### src/rtl/vx_mask_encoder.sv
// -----------------------------------------------------------------------------
// vx_mask_encoder
//
// Streaming bitmask-to-index encoder. Each accepted D-bit mask (with a
// sideband tag) is serialized into one output beat per set bit, carrying the
// bit's binary index. Beats are emitted lowest index first by default. An
// all-zero mask produces a single terminator beat flagged with empty_out.
// Every mask ends with exactly one beat that has last_out set.
//
// Optional build macro:
//   VX_MASK_ENCODER_MSB_FIRST_EN - when defined, set bits are emitted highest
//                                  index first. The zero-mask terminator beat
//                                  is unchanged. Ports and latency are the
//                                  same in both builds.
//
// Parameters:
//   N          index width in bits (mask width D = 1 << N, N >= 1)
//   TAG_WIDTH  width of the sideband tag (>= 1)
//
// Ports:
//   clk        clock
//   reset      synchronous, active-low reset
//   valid_in   input mask valid
//   mask_in    D-bit mask to encode
//   tag_in     sideband tag travelling with the mask
//   ready_in   block can accept a mask this cycle
//   valid_out  output beat valid
//   index_out  index of the current set bit
//   tag_out    tag of the mask being encoded
//   last_out   final beat for this mask
//   empty_out  mask was all-zero (single terminator beat)
//   ready_out  downstream accepts the beat
// -----------------------------------------------------------------------------
module vx_mask_encoder #(
  parameter int  N         = 3,
  parameter int  TAG_WIDTH = 1,
  localparam int D         = 1 << N
) (
  input  logic                 clk,
  input  logic                 reset,
  input  logic                 valid_in,
  input  logic [D-1:0]         mask_in,
  input  logic [TAG_WIDTH-1:0] tag_in,
  output logic                 ready_in,
  output logic                 valid_out,
  output logic [N-1:0]         index_out,
  output logic [TAG_WIDTH-1:0] tag_out,
  output logic                 last_out,
  output logic                 empty_out,
  input  logic                 ready_out
);

  typedef enum logic [0:0] {
    IDLE = 1'b0,
    SCAN = 1'b1
  } state_t;

  state_t               state_q, state_d;
  logic [N-1:0]         index_q, index_d;
  logic [TAG_WIDTH-1:0] tag_q, tag_d;
  logic                 last_q, last_d;
  logic                 empty_q, empty_d;
  logic [D-1:0]         remaining_q, remaining_d;

  logic                 accept;
  logic                 beat;
  logic [D-1:0]         pick_src;
  logic [N-1:0]         pick;
  logic [D-1:0]         cleared;

  localparam logic [D-1:0] ONE = D'(1);

  // Selects the next set bit to emit from a mask. The loop direction makes
  // the last matching assignment win, which gives a simple priority encoder.
  // For an all-zero mask the result is 0; callers handle that case.
  function automatic logic [N-1:0] pick_index(input logic [D-1:0] m);
    logic [N-1:0] idx;
    idx = '0;
`ifdef VX_MASK_ENCODER_MSB_FIRST_EN
    for (int i = 0; i < D; i++) begin
      if (m[i]) idx = N'(i);
    end
`else
    for (int i = D - 1; i >= 0; i--) begin
      if (m[i]) idx = N'(i);
    end
`endif
    return idx;
  endfunction

  assign accept = valid_in && ready_in;
  assign beat   = valid_out && ready_out;

  // State and datapath registers.
  always_ff @(posedge clk) begin
    if (!reset) begin
      state_q     <= IDLE;
      index_q     <= '0;
      tag_q       <= '0;
      last_q      <= 1'b0;
      empty_q     <= 1'b0;
      remaining_q <= '0;
    end else begin
      state_q     <= state_d;
      index_q     <= index_d;
      tag_q       <= tag_d;
      last_q      <= last_d;
      empty_q     <= empty_d;
      remaining_q <= remaining_d;
    end
  end

  // Next-state logic. A new mask can only be accepted while idle or on the
  // last beat of the current mask, so a single shared priority encoder serves
  // both the fresh mask and the remaining bits of the current one.
  always_comb begin
    state_d     = state_q;
    index_d     = index_q;
    tag_d       = tag_q;
    last_d      = last_q;
    empty_d     = empty_q;
    remaining_d = remaining_q;

    pick_src = accept ? mask_in : remaining_q;
    pick     = pick_index(pick_src);
    cleared  = pick_src & ~(ONE << pick);

    if (accept) begin
      state_d = SCAN;
      tag_d   = tag_in;
      if (mask_in == '0) begin
        index_d     = '0;
        last_d      = 1'b1;
        empty_d     = 1'b1;
        remaining_d = '0;
      end else begin
        index_d     = pick;
        remaining_d = cleared;
        last_d      = (cleared == '0);
        empty_d     = 1'b0;
      end
    end else if (beat) begin
      if (last_q) begin
        // Beat fields are left as-is; they are meaningless once valid drops.
        state_d = IDLE;
      end else begin
        index_d     = pick;
        remaining_d = cleared;
        last_d      = (cleared == '0);
      end
    end
  end

  // Output logic. ready_in is deliberately independent of valid_in so that
  // upstream can use it without a combinational loop.
  always_comb begin
    valid_out = (state_q == SCAN);
    ready_in  = (state_q == IDLE) || (valid_out && ready_out && last_q);
    index_out = index_q;
    tag_out   = tag_q;
    last_out  = last_q;
    empty_out = empty_q;
  end

endmodule
### config.mk
export PLATFORM = sky130hd
export DESIGN_NAME = vx_mask_encoder
export DESIGN_NICKNAME = d
export VERILOG_FILES = /design/src/rtl/vx_mask_encoder.sv
export SDC_FILE = /design/constraint.sdc
export NUM_CORES = 1
export LEC_CHECK = 0
export CORE_MARGIN = 4
export CORE_UTILIZATION = 51
export DETAILED_ROUTE_END_ITERATION = 12
export PLACE_DENSITY = 0.78
export REMOVE_ABC_BUFFERS = 1
export SYNTH_ARGS = -nofsm -noshare
export SYNTH_HDL_FRONTEND = slang
export SYNTH_SLANG_ARGS = --single-unit
### constraint.sdc
create_clock -name clk -period 2.4 [get_ports clk]
set_clock_uncertainty 0.05 [all_clocks]
set_input_delay 0.24 -clock clk [delete_from_list [all_inputs] [get_ports clk]]
set_output_delay 0.24 -clock clk [all_outputs]
set_load 0.1 [all_outputs]
Word-level counts from Yosys, hierarchy flattened
Index checks and enable logic that the tools add are counted.

Div/mod/pow operators: 0. Multipliers: 0. Mux-type cells: 25. Bitwise gates (word level): 3. Reduce and logical (&&, ||, !) cells: 10. Shifts and indexed selects: 1. $lt $le $gt $ge: 0. Eq/ne operators: 1. Add/sub/neg operators: 0.

Operator list (number): $mux 8 (5); $mux 3 (12); $logic_not 8->1 (2); $and 8x8->8 (1); $mux 1 (8); $not 8->8 (1); $shl 1x3->8 const A (1); $reduce_and 2->1 (2); $reduce_bool 2->1 (2); $logic_and 1x1->1 (3); $ne 2x1->1 const B (1); $logic_or 1x1->1 (1); $not 1->1 (1).

Input port bits: 13. Bits in latches: 0. Register bits: 15. ROM bits: 0. Logic and storage cells: 46. Output and inout bits: 8. Memories: 0. Bits in writable memories: 0.

Logic depth before layout (Yosys ltp)
Gate-level depths: netlist (run 1).

Depth in word-level cells: 20. Depth in mapped cells: 9. Gate-level depth less buffers: 6.

Worst setup path before layout (run 1)
OpenSTA, ideal clock, no wires.

Path kind: reg2reg. From: register last_q (netlist: last_out). To: register last_q (netlist: last_out). Setup time: 0.086 ns. Cell stages (with the launch flop): 10. Period minus slack after synthesis: 2.978 ns. Path buffers: 3. Path slack: -0.578 ns. Data required time: 2.264 ns. Arrival: 2.842 ns. Path through: dfxtp_1 a21bo_2 buf_4 and2_1 clkbuf_1 clkbuf_1 mux2i_1 nor2_1 nand4b_1 a221oi_2.

Cells in the longest elaborated chain, start to end: 19. Elaborated cells between the ends (all ways): 21. Those cells by class: shift (1); mux (13); bitwise (2); reduce/logical (5).

Ends and longest elaborated chain: start, declared (RTL line 61) `logic last_q, last_d;`; start signal, assigned (RTL line 107) `last_q <= last_d;`; $logic_and 1x1->1 (*) (RTL line 158) `ready_in = (state_q == IDLE) || (valid_out && ready_out && last_q);`; $logic_or 1x1->1 (*) (RTL line 158); net ready_in (RTL line 44) `output logic ready_in,`; $logic_and 1x1->1 (*) (RTL line 91) `assign accept = valid_in && ready_in;`; $mux 8 (RTL line 124) `pick_src = accept ? mask_in : remaining_q;`; $mux 3 (8 in a row) (RTL line 85) `if (m[i]) idx = N'(i);`; $shl 1x3->8 (RTL line 126) `cleared = pick_src & ~(ONE << pick);`; $not 8->8 (RTL line 126); $and 8x8->8 (RTL line 126); $logic_not 8->1 (RTL line 139, 149); $mux 1 (RTL line 143) `if (last_q) begin`; $mux 1 (RTL line 142) `end else if (beat) begin`; $mux 1 (RTL line 128) `if (accept) begin`.

The timed path passes the listed nets; every way through them passes the cells marked *. The select of a mux whose other input is x is not followed. A chain may end at the register's enable or synchronous reset.

Worst setup path after layout (run 1)
From: register remaining_q[3]. To: register last_q (netlist: last_out).

Cells in the longest elaborated chain, start to end: 12. Elaborated cells between the ends (all ways): 13. Those cells by class: shift (1); mux (9); bitwise (2); reduce/logical (1).

Ends and longest elaborated chain: start, declared (RTL line 63) `logic [D-1:0] remaining_q, remaining_d;`; start signal, assigned (RTL line 109) `remaining_q <= remaining_d;`; $mux 8 (*) (RTL line 124); $mux 3 (4 in a row) (RTL line 85); $shl 1x3->8 (RTL line 126); $not 8->8 (RTL line 126); $and 8x8->8 (*) (RTL line 126); $logic_not 8->1 (*) (RTL line 139, 149); $mux 1 (RTL line 143); $mux 1 (RTL line 142); $mux 1 (*) (RTL line 128).

Mark *: on every way between the ends. The rest lies on a longest branch, timed or not. The select of a mux whose other input is x is not followed.

==> results.cfg, run 1 <==
[synth]
synth_top_cell_by_area = dfxtp_1
avgSynthCellArea_um2 = 7.499
syn-cell-area_mm2 = 0.001110
synthAdderAreaFrac_pct = 0
synth_top_family_by_area = compound AO/OA/AOI/OAI gates
synth_compound_area_share_pct = 34.16
synth_seq_cells = 15
synth_cells = 148
synth_warnings = 0
ys_seq_area_share_pct = 27.06
synth_edf_count = 0
synthSimpleGateAreaFrac_pct = 27.62
synthDominantCellAreaShare_pct = 27.06
synth-async-reset-ratio_pct = 0
synthTopCellsByArea = dfxtp_1, nand2_1, o21ai_0
synth_ff_type = dfxtp_1
yosysUniqueCellTypes = 44
synth_mux_area_share_pct = 4.171
synth-xor-area-share_pct = 0

[worst_setup_path]
reg2regPathDepth = 6
path_max_fanout = 3
cp.buffers_inverters = 0
cp.depth = 6
critPathLaunchType = flop
arrival_ns = 2.47
r2r_setup_slack_ns = 0.09
crit_chain = or4_4 -> or4_4 -> mux2_4 -> o21ai_2 -> nand4b_1 -> a221oi_2
critPathMaxStageDelay_ns = 0.56
crit_family = simple AND/OR/NAND/NOR gates
cp_common_cell = or4_4
worst_path_max_delay_cell = or4_4
worst_ep_required_time_ns = 2.56
crit_type = flop to flop
endpoint_kind = flop

[worst_hold_path]
hold_path.class = flop to flop
hold_path_depth = 2

[drt]
drt-total-wl_um = 3347
route.detailed.drc = 0
via_per_inst = 6.014
ant_nets = 0
wl_per_cell_um = 16.01
vias = 1257
drtPass1Iterations = 4
drt-initial-drc-count = 52

[timing]
final.min_clock_period_ns = 2.308
tightest_slew_ns = 0.6296
fmax_mhz = 433.3
rsz0062_at_grt = no
hold_viol = 0
setup_tns_ns = 0
slew_headroom_pct = 57.58
finalMaxSlewViolations = 0
finalCritPeriodShare_pct = 96.15
finalSetupViolCount = 0
whs_ns = 0.4344

[pwr]
ir_drop_mv = 0.4151
p_leak_nw = 0.5833
power_density_mw_per_mm2 = 526.3
p_total_uw = 768.4

[clock_tree]
clock_path_buffers = 2
root_buffer = clkbuf_4
cts_tree = built
insertion_delay_ns = 0.29
cts_buffers = 3
cts.sink_count = 15
clk_pin_slew_ns = 0.10
hold_buffers = 0
htree_levels = 1

[die]
ioPinCount = 21
core_area_mm2 = 0.002022
num_rows = 16
dieArea_mm2 = 0.002987
start_util_pct = 54.89
fp.dieH_um = 54.65
die_w_um = 54.65

[grt]
grt_pass1_vias = 1213
grt_max_degree = 16
antenna_found_initial = 0
grt_util_all_layers_pct = 25.65
overflow = 0
grt_pass1_wl_um = 5485

[cells_and_area]
final_cell_mix = buf_4, nand2_1, o21ai_0
seqCellArea_um2 = 301.5
multi_input_comb_area_um2 = 732.0
final_common_cell = buf_4
n_antenna_cell = 0
final_nets = 196
drive_gt1_share_pct = 21.98
finalNonFillerCells = 209
fillers = 172
syn_to_final_growth_pct = 31.57

[placement]
routabilityCongestion = 0.9460
numPortBuffers = 20
dpl.cell_count = 204
dp_hpwl_um = 2558

[run]
cap_viol_max_count = 0

[run_status]
status = finished clean
## worst register-to-register path: cells and delay by family (launching register included)
| family | cells | cell delay [ns] |
|---|---|---|
| DFF | 1 | 0.34 |
| AOI/OAI and AO/OA | 2 | 0.37 |
| muxes | 1 | 0.29 |
| and+or+nand+nor | 3 | 1.19 |
## registers in the layout, summed over array words and instances (netlist names)
| signal | flops |
|---|---|
| last_out | 1 |
| empty_out | 1 |
| tag_out | 1 |
| index_out | 3 |
| valid_out | 1 |
| remaining_q | 8 |
## where the power goes
group | switching (mW) | total (mW) | internal, mW | leakage [nW]
registers | 0.0171 | 0.282 | 0.265 | 0.123
clock network | 0.0904 | 0.152 | 0.0620 | 0.0177
logic | 0.204 | 0.334 | 0.129 | 0.443
## kinds of logic (layout without fill, tap and decap cells)
logic type / Yosys count / after routing
multiplexers: 4 / 4
flip-flops: 15 / 15
AND/OR/NAND/NOR: 58 / 58
buffers and inverters: 16 / 50
AO/OA/AOI/OAI: 55 / 55
## routing by layer
metal / track usage, % / wire (µm) / up-vias
met5: 0 / 0 / -
met4: 11.62 / 63 / 0
met3: 2.725 / 228 / 6
met2: 42.13 / 1547 / 54
met1: 33.22 / 1507 / 583
li1: - / - / 614
## stage by stage
step	worst slack (ns)	util (%)	cell area, µm²
after floorplan	-0.6347	-	1055
after detailed placement	-0.01748	70.42	1424
after global placement	0.1467	70.42	1424
final	0.09229	72.22	1460
after global routing	0.002194	72.22	1460
after CTS	0.07426	71.78	1451
## final cells by class
type	count	share of cell area (%)
Clock buffer	3	1.542
Tap cell	27	2.314
Clock inverter	1	0.3428
Sequential cell	15	20.65
Inverter	6	1.542
Timing Repair Buffer	40	23.48
Multi-Input combinational cell	117	50.13
## cells in the mapped netlist (2+ instances only)
cell,count
clkbuf_1,7
nor4_1,2
nor2b_1,4
mux2i_1,2
inv_1,6
nand2_1,20
a22oi_1,3
dfxtp_1,15
nand4_1,3
a21boi_0,7
a221o_1,2
or3_1,2
a21oi_1,8
and2_1,4
o21ai_0,15
o211ai_1,3
nand4b_1,2
o31ai_1,3
nor2_1,10
a211oi_1,2
and3_1,2
nand2b_1,2
a211o_1,2
or4_4,2
## path summary, 6_finish.rpt
check                                     from   endpoint
worst max-delay path            remaining_q[3]   last_out
worst min-delay path                 empty_out  empty_out
worst max register to register  remaining_q[3]   last_out
worst min register to register       empty_out  empty_out
## timing repair
action                                  in CTS  in global routing
buffers inserted                             0                  1
endpoints found under the setup margin       0                  1
resized for setup                            0                  1
Power figures use the tool's default switching activity.
==> run 2: changes to the inputs <==
Settings changed: PLACE_DENSITY 0.78 to default, PLACE_DENSITY_LB_ADDON from default to 0.08, TNS_END_PERCENT from default to 5.
==> results.cfg, run 2 (synthesized netlist as in run 1, its figures left out) <==
[drt]
route.detailed.drc = 0
ant_nets = 0
drt-initial-drc-count = 66
drt-total-wl_um = 3341
vias = 1263
wl_per_cell_um = 16.06
drtPass1Iterations = 4
via_per_inst = 6.072

[die]
fp.dieH_um = 54.65
num_rows = 16
die_w_um = 54.65
start_util_pct = 54.89
core_area_mm2 = 0.002022
ioPinCount = 21
dieArea_mm2 = 0.002987

[worst_setup_path]
critPathMaxStageDelay_ns = 0.55
critPathLaunchType = flop
path_max_fanout = 3
cp_common_cell = or4_4
crit_type = flop to flop
worst_path_max_delay_cell = or4_4
worst_ep_required_time_ns = 2.56
crit_family = simple AND/OR/NAND/NOR gates
endpoint_kind = flop
crit_chain = or4_4 -> or4_4 -> mux2_4 -> o21ai_2 -> nand4b_1 -> a221oi_2
arrival_ns = 2.43
cp.buffers_inverters = 0

[cells_and_area]
syn_to_final_growth_pct = 30.78
fillers = 162
final_nets = 195
multi_input_comb_area_um2 = 732.0
final_cell_mix = buf_4, nand2_1, o21ai_0, dfxtp_1, clkdlybuf4s50_1
regMostFlops = remaining_q
n_antenna_cell = 0
seqCellArea_um2 = 300.3
final_common_cell = buf_4
largest_reg_flops = 8
drive_gt1_share_pct = 20.99

[pwr]
ir_drop_mv = 0.4202
power_density_mw_per_mm2 = 527.7
p_leak_nw = 0.5782

[timing]
setup_tns_ns = 0
finalSetupViolCount = 0
slew_headroom_pct = 70.82
rsz0062_at_grt = no
hold_viol = 0
finalCritPeriodShare_pct = 94.26
tightest_slew_ns = 0.4363
whs_ns = 0.4224
final.min_clock_period_ns = 2.262
finalMaxSlewViolations = 0
fmax_mhz = 442.1

[clock_tree]
clk_pin_slew_ns = 0.10
cts_tree = built
cts_setup_buffers = 0
hold_buffers = 0
insertion_delay_ns = 0.30
ctsResizeCount = 0
root_buffer = clkbuf_4
clock_path_buffers = 2
htree_levels = 1
cts_buffers = 3
cts.sink_count = 15

[worst_hold_path]
hold_path.class = flop to flop

[run]
cap_viol_max_count = 0

[grt]
overflow = 0
grt_max_degree = 16
grt_pass1_wl_um = 5278
grt_util_all_layers_pct = 24.70
antenna_found_initial = 0
grt_pass1_vias = 1181

[placement]
numPortBuffers = 20
dp_hpwl_um = 2473
routabilityCongestion = 0.9759

[run_status]
status = finished clean
[run 2: worst paths after layout]
kind                                startpoint       end  slack [ns]  cells after the start
worst min register to register         tag_out   tag_out        0.42                      2
worst max register to register  remaining_q[0]  last_out        0.14                      6
worst max-delay path            remaining_q[0]  last_out        0.14                      6
worst min-delay path                   tag_out   tag_out        0.42                      2
[run 2: routing by layer]
layer	routed length, µm	global-route usage (%)	share of wire (%)
met3	318	2.997	9.5
met5	0	0	0
met2	1456	38.39	44
met1	1430	32.79	43
met4	134	13.28	4.0
[run 2: layout make-up]
cell class / count / area share (%)
repair buffers: 39 / 23.10
clock inverters: 1 / 0.3448
multi-input cells: 117 / 50.43
flip-flops and latches: 15 / 20.69
clock buffers: 3 / 1.552
well taps: 27 / 2.328
inverters: 6 / 1.552
[run 2: per-stage QoR]
stage / util, % / instance area, µm² / total power [mW] / setup slack [ns] / cells
after global routing: 71.78 / 1451 / 0.8142 / 0.03415 / 208
after detailed placement: 70.42 / 1424 / 0.6142 / 0.1066 / 204
after global placement: 70.42 / 1424 / 0.6141 / 0.1234 / 204
after CTS: 71.78 / 1451 / 0.7683 / 0.1460 / 208
final: 71.78 / 1451 / 0.7658 / 0.1378 / 208
after floorplan: - / 1055 / 0.4912 / -0.6347 / 138
[run 2: worst min-delay path: stages, from the launching register on]
cell,delay [ns]
dfxtp_1,0.32
nand2_1,0.04
a21boi_0,0.06
[run 2: power breakdown]
group          internal [mW]  total (mW)  leakage (nW)  switching [mW]
Clock                 0.0621       0.151        0.0177          0.0885
Combinational          0.127       0.332         0.438           0.206
Sequential             0.265       0.283         0.123          0.0179
